### src/rtl/serial_fas_pkg.sv
// Shared types and constants for the bit-serial add/subtract controller.
// Optional overflow output is enabled with SERIAL_FAS_OVF_EN.
package serial_fas_pkg;

  typedef enum logic [1:0] {
    IDLE = 2'd0,
    RUN  = 2'd1,
    DONE = 2'd2
  } state_t;

  localparam logic MODE_ADD = 1'b1;
  localparam logic MODE_SUB = 1'b0;

endpackage

### src/rtl/serial_fas_ctrl_if.sv
// Request/response bundle between a requester and serial_fas_ctrl.
// The overflow signal exists only when SERIAL_FAS_OVF_EN is defined.
interface serial_fas_ctrl_if #(
  parameter int WIDTH = 8
);
  // Handshake: start is sampled only while idle (busy=0, done=0); the operands
  // and mode are captured on that edge. busy stays high while the operation
  // runs, then done pulses for one cycle with result/carry_out valid and held
  // until the next done. A start seen while busy or done is dropped.
  logic             start;
  logic             a_ns;
  logic [WIDTH-1:0] a_in;
  logic [WIDTH-1:0] b_in;
  logic             busy;
  logic             done;
  logic [WIDTH-1:0] result;
  logic             carry_out;
`ifdef SERIAL_FAS_OVF_EN
  logic             overflow;
`endif

  modport master (
    output start, a_ns, a_in, b_in,
`ifdef SERIAL_FAS_OVF_EN
    input  overflow,
`endif
    input  busy, done, result, carry_out
  );

  modport slave (
    input  start, a_ns, a_in, b_in,
`ifdef SERIAL_FAS_OVF_EN
    output overflow,
`endif
    output busy, done, result, carry_out
  );
endinterface

### src/rtl/fas.sv
// Gate-level one-bit full adder / full subtractor slice.
// a_ns=1: s=a+b+cin with carry out; a_ns=0: s=a-b-cin with borrow out.
module fas (
  input  logic a,
  input  logic b,
  input  logic cin,
  input  logic a_ns,
  output logic s,
  output logic cout
);
  logic x;
  logic a_eff;
  logic x_eff;

  // Subtraction reuses the carry equation with a and (a^b) inverted,
  // which turns generate/propagate into borrow-generate/borrow-propagate.
  assign x     = a ^ b;
  assign s     = x ^ cin;
  assign a_eff = ~(a ^ a_ns);
  assign x_eff = ~(x ^ a_ns);
  assign cout  = (a_eff & b) | (cin & x_eff);
endmodule

### src/rtl/serial_fas_ctrl.sv
// Bit-serial add/subtract controller driving a single fas slice, LSB first.
// Define SERIAL_FAS_OVF_EN to add the registered two's-complement overflow flag.
module serial_fas_ctrl
  import serial_fas_pkg::*;
#(
  parameter int WIDTH = 8
) (
  input  logic                 clk,
  input  logic                 rst,
  serial_fas_ctrl_if.slave     bus,
  output logic [1:0]           dbg_state
);
  localparam int CW = (WIDTH > 1) ? $clog2(WIDTH) : 1;
  localparam logic [CW-1:0] LAST_BIT = CW'(WIDTH - 1);

  localparam logic [1:0] S_IDLE = IDLE;
  localparam logic [1:0] S_RUN  = RUN;
  localparam logic [1:0] S_DONE = DONE;

  logic [1:0]       state;
  logic [WIDTH-1:0] a_sh;
  logic [WIDTH-1:0] b_sh;
  logic [WIDTH-1:0] r_sh;
  logic             mode;
  logic             carry;
  logic [CW-1:0]    cnt;
  logic [WIDTH-1:0] result_q;
  logic             carry_out_q;
  logic             s;
  logic             cout;
  logic [WIDTH-1:0] r_next;

  fas u_fas (
    .a    (a_sh[0]),
    .b    (b_sh[0]),
    .cin  (carry),
    .a_ns (mode),
    .s    (s),
    .cout (cout)
  );

  assign r_next = {s, r_sh[WIDTH-1:1]};

`ifdef SERIAL_FAS_OVF_EN
  logic msb_a;
  logic msb_b;
  logic overflow_q;
  logic ovf_next;

  // Final s is the result MSB; overflow compares sign bits captured at load.
  assign ovf_next = (mode == MODE_ADD) ? ((msb_a == msb_b) && (s != msb_a))
                                       : ((msb_a != msb_b) && (s != msb_a));

  always_ff @(posedge clk) begin
    if (rst) begin
      msb_a      <= 1'b0;
      msb_b      <= 1'b0;
      overflow_q <= 1'b0;
    end else if (state == S_IDLE && bus.start) begin
      msb_a <= bus.a_in[WIDTH-1];
      msb_b <= bus.b_in[WIDTH-1];
    end else if (state == S_RUN && cnt == LAST_BIT) begin
      overflow_q <= ovf_next;
    end
  end

  assign bus.overflow = overflow_q;
`endif

  always_ff @(posedge clk) begin
    if (rst) begin
      state       <= S_IDLE;
      a_sh        <= '0;
      b_sh        <= '0;
      r_sh        <= '0;
      mode        <= 1'b0;
      carry       <= 1'b0;
      cnt         <= '0;
      result_q    <= '0;
      carry_out_q <= 1'b0;
    end else begin
      case (state)
        S_IDLE: begin
          if (bus.start) begin
            a_sh  <= bus.a_in;
            b_sh  <= bus.b_in;
            mode  <= bus.a_ns;
            carry <= 1'b0;
            cnt   <= '0;
            state <= S_RUN;
          end
        end
        S_RUN: begin
          r_sh  <= r_next;
          a_sh  <= {1'b0, a_sh[WIDTH-1:1]};
          b_sh  <= {1'b0, b_sh[WIDTH-1:1]};
          carry <= cout;
          cnt   <= cnt + 1'b1;
          if (cnt == LAST_BIT) begin
            result_q    <= r_next;
            carry_out_q <= cout;
            state       <= S_DONE;
          end
        end
        S_DONE:  state <= S_IDLE;
        default: state <= S_IDLE;
      endcase
    end
  end

  assign bus.busy      = (state == S_RUN);
  assign bus.done      = (state == S_DONE);
  assign bus.result    = result_q;
  assign bus.carry_out = carry_out_q;
  assign dbg_state     = state;
endmodule

### src/flat_wrapper.sv
// flat-port wrapper written by rule: the top's interface ports become plain ports
module serial_fas_ctrl_flat import serial_fas_pkg::*;
#(
  parameter int WIDTH = 8
)
  (clk, rst, dbg_state, bus_start, bus_a_ns, bus_a_in, bus_b_in, bus_busy, bus_done, bus_result, bus_carry_out);
  serial_fas_ctrl_if #(.WIDTH(WIDTH)) bus_i ();
  input  logic clk;
  input  logic rst;
  output logic [1:0] dbg_state;
  input wire logic [$bits(bus_i.start)-1:0] bus_start;
  input wire logic [$bits(bus_i.a_ns)-1:0] bus_a_ns;
  input wire logic [$bits(bus_i.a_in)-1:0] bus_a_in;
  input wire logic [$bits(bus_i.b_in)-1:0] bus_b_in;
  output wire logic [$bits(bus_i.busy)-1:0] bus_busy;
  output wire logic [$bits(bus_i.done)-1:0] bus_done;
  output wire logic [$bits(bus_i.result)-1:0] bus_result;
  output wire logic [$bits(bus_i.carry_out)-1:0] bus_carry_out;
  assign bus_i.start = bus_start;
  assign bus_i.a_ns = bus_a_ns;
  assign bus_i.a_in = bus_a_in;
  assign bus_i.b_in = bus_b_in;
  assign bus_busy = bus_i.busy;
  assign bus_done = bus_i.done;
  assign bus_result = bus_i.result;
  assign bus_carry_out = bus_i.carry_out;
  serial_fas_ctrl #(.WIDTH(WIDTH)) u_core (.clk(clk), .rst(rst), .bus(bus_i), .dbg_state(dbg_state));
endmodule
### config.mk
export PLATFORM = sky130hd
export DESIGN_NAME = serial_fas_ctrl_flat
export DESIGN_NICKNAME = d
export VERILOG_FILES = /design/src/rtl/serial_fas_pkg.sv /design/src/rtl/serial_fas_ctrl_if.sv /design/src/rtl/fas.sv /design/src/rtl/serial_fas_ctrl.sv /design/src/flat_wrapper.sv
export SDC_FILE = /design/constraint.sdc
export NUM_CORES = 1
export LEC_CHECK = 0
export CAP_MARGIN = 20
export CORE_MARGIN = 8
export CORE_UTILIZATION = 44
export DETAILED_ROUTE_END_ITERATION = 8
export GPL_TIMING_DRIVEN = 0
export PLACE_DENSITY = 0.7
export RECOVER_POWER = 50
export SLEW_MARGIN = 20
export SYNTH_ARGS = -nofsm -noshare
export SYNTH_HDL_FRONTEND = slang
export SYNTH_SLANG_ARGS = --single-unit
### constraint.sdc
create_clock -name clk -period 2.65 [get_ports clk]
set_input_delay 0.6625 -clock clk [delete_from_list [all_inputs] [get_ports clk]]
set_output_delay 0.6625 -clock clk [all_outputs]
set_load 0.05 [all_outputs]
==> results.md <==
- Die width: a little under 80 um
- Latest clock arrival within the worst-skew pair: 280 ps
- TritonCTS clock tree: done
- Maximum VDD drop: approximately 0.47 mV
- Total die area: 6103 um2
- Yosys cell types: 30
- Number of remaining DRC errors: 0
- RSZ-0062 raised after global routing: false
- Synth Flop Type: dfxtp_1
- # port buffers: 31
- Commonest cells in the netlist: 59 x nand2_1, 39 x dfxtp_1, 21 x nor2_1
- Vias in the first global route: around 1400
- Overall Power: approximately 1.2 mW
- Outcome: completed
- # clock sinks: 39
- Setup Fix Bufs, Post-CTS: 0
- Final Slew Violations: 0
- Most frequent CP cell: buf_4
- Synthesis-to-finish area growth: 26.23%
- Starting Density: 0.4603
- Clock skew: about 1.7 ps
- Top-area cell type share of the netlist area: 0.4598
- Crit-path max cell delay: approximately 540 ps
- Area of the multi-input gates: 795.8 um2
- Top cell type by total area after synthesis: dfxtp_1
- Synth Instances: 192
- Slowest stage cell on the critical path: dlygate4sd2_1
- Register area share after synthesis: 0.4598
- Worst slew margin: 0.5946
- EDFF count, synth: 0
- Synth Net Count: roughly 210
- Min-delay src: u_core.bus.result[7]$_SDFFE_PP0P_
- Share of layout cells above drive strength 1: 0.1217
- Maxcap violations: 0
- Post-DP HPWL: 2590 um
- Register area: 780.7 um2
- Drt via density: approximately 5.1
- Total core area: 3689 um2
- Worst slew pin tran: 608.2 ps
- Root Driver: clkbuf_8
- Clock Tree Buf Depth: 2
- Post-synthesis async set-or-reset flop share: 0
- Final setup viols: 0
- Hold Violations, Final: 0
- Worst min path class: reg -> reg
- Mapped Area: 1698 um2
- R2R cell count: 5
- Vias: 1406
- Die height: about 80 um
- Synthesized area per cell: ~8.8 um2
- Synth Register Bits: 39
- Post-route setup TNS: 0 ps
- Routed Wire Length: 3470 um
- Fin nets: 252
- Reg-to-reg startpoint: u_core.dbg_state[1]$_SDFFE_PP0P_
- CTS Buf Count: 5
- Layout fillers: 359
- IO Pins: 33
- Post-route minimum period: 2415 ps
- Worst Hold Path Cells: 2
- First drt pass iteration count: 4
- All-layer global routing usage: 0.1215
- Final core occ: 0.5811
- Clock slew seen by the registers of the worst setup and hold paths: 70 ps
- Routed Antenna Nets: 0
- Max Clock Freq: 414.1 MHz
- Std cell rows: 22
- Worst Setup Start Kind: flop
- H-tree levels: 2
- Final GP Congestion: between 0.7 and 0.8
- Hold Path Sink: u_core.bus.result[7]$_SDFFE_PP0P_
- DR WL/cell: 12.48 um
- Worst Path Max Fanout: 10
- CP cell instances: buf_4, nand2b_4, inv_4, buf_4, dlygate4sd2_1
- WP data required: 1990 ps
- Largest net degree at the start of global routing: 12
- Power density over cell area: 553.6 nW/um2
- Pleak: 0.7845 nW
- Initial DRC Count: 87
- Largest cells by area after synthesis: dfxtp_1 46%, nand2_1 13%, a311oi_2 8.8%, a21oi_1 5.3%, nor2_1 4.6%
- First-pass GRT wire length: between 6000 and 7000 um
- Critical path class: reg -> out
- Initial antenna violation count: 0
- Endpoint class of the critical path: primary output
- Synthesis Warnings: 0
- Final Cycle Share: 0.9113
- Reg2reg end: u_core.a_sh[4]$_SDFFE_PP0P_
- Count leader, synth: nand2_1
- # diodes: 0
- Grt ovf: 0
- Arrival time worst endpoint: 1750 ps
- Reg2reg setup slack: between 1000 and 1500 ps
-- stage by stage --
step,cell area (um2),std cells,hold WS [ps],setup WS (ps)
floorplan,1698,192,432.2,417.2
global placement,2068,271,442.4,272.2
detailed placement,2068,271,447.0,257.4
CTS,2155,278,457.0,209.7
global route,2143,278,471.9,158.2
finish,2143,278,454.2,235.0
-- report_power, final --
part | internal, mW | switching (mW)
Sequential | 0.613 | 0.0159
Clock | 0.204 | 0.190
Combinational | 0.0788 | 0.0852
Total | 0.895 | 0.291
-- metal layers --
layer / GRT usage / share of wire / vias to the layer above
li1: - / - / 730
met3: 0.03872 / 0.066 / 7
met1: 0.1468 / 0.47 / 634
met4: 0.07037 / 0.021 / 0
met5: 0 / 0 / -
met2: 0.1856 / 0.44 / 35
-- cell type report --
cell class                 count  area share
clock inverter                 1    0.002335
tap                           48     0.02802
sequential                    39      0.3643
multi-input combinational    137      0.3713
timing repair buffer          31      0.1442
buffer                        14     0.04670
clock buffer                   6     0.03853
inverter                       2    0.004670
-- worst max-delay path: cells and delay by family, from the launching register on --
kind / cells / cell delay (ps)
buffers and inverters: 4 / 980
DFF: 1 / 310
and+or+nand+nor: 1 / 170
-- sequential cells by signal, indices dropped and copies added (netlist names) --
name / count
u_core.a_sh: 8
u_core.b_sh: 8
u_core.bus.carry_out: 1
u_core.bus.result: 8
u_core.carry: 1
u_core.cnt: 3
u_core.dbg_state: 2
u_core.mode: 1
u_core.r_sh: 7
-- repair_timing --
| action | in CTS | in global routing |
|---|---|---|
| setup endpoints to repair | 1 | 0 |
| hold buffers | 0 | 0 |
| gates resized for setup | 1 | 0 |
-- kinds of logic (layout without fill, tap and decap cells) --
logic type / after synthesis / in the layout / share of synthesized area
buffers and inverters: 16 / 54 / 0.06779
DFF: 39 / 39 / 0.4598
AOI/OAI and AO/OA: 43 / 43 / 0.2130
xor gates and xnor gates: 2 / 2 / 0.01916
adders and majority gates: 2 / 2 / 0.01474
muxes: 2 / 2 / 0.01179
and+or+nand+nor: 88 / 88 / 0.2137
-- placed cells by master, fill, tap and decap left out, types with 2 or more instances in the layout --
cell and n:
nand3b_1 2, nand2_1 59, clkdlybuf4s50_1 29, buf_6 3, a22oi_1 3, buf_4 3
a21oi_1 18, buf_2 2, o21ai_0 2, clkbuf_8 6, nor2_1 21, a211oi_1 3
a311oi_2 10, a311oi_1 4, mux2i_1 2, clkbuf_1 5, ha_1 2, dfxtp_1 39
-- worst max path at each step --
stage	end	cells after the start	slack, ps	from
2_1_floorplan	bus_done	2	420	u_core.dbg_state[1]$_SDFFE_PP0P_
5_1_grt	bus_busy	5	160	u_core.dbg_state[1]$_SDFFE_PP0P_
6_report	bus_busy	5	230	u_core.dbg_state[1]$_SDFFE_PP0P_
3_5_place_dp	bus_busy	5	260	u_core.dbg_state[1]$_SDFFE_PP0P_
4_1_cts	bus_busy	5	210	u_core.dbg_state[1]$_SDFFE_PP0P_
3_3_place_gp	bus_busy	5	270	u_core.dbg_state[1]$_SDFFE_PP0P_
Power figures use the tool's default switching activity.
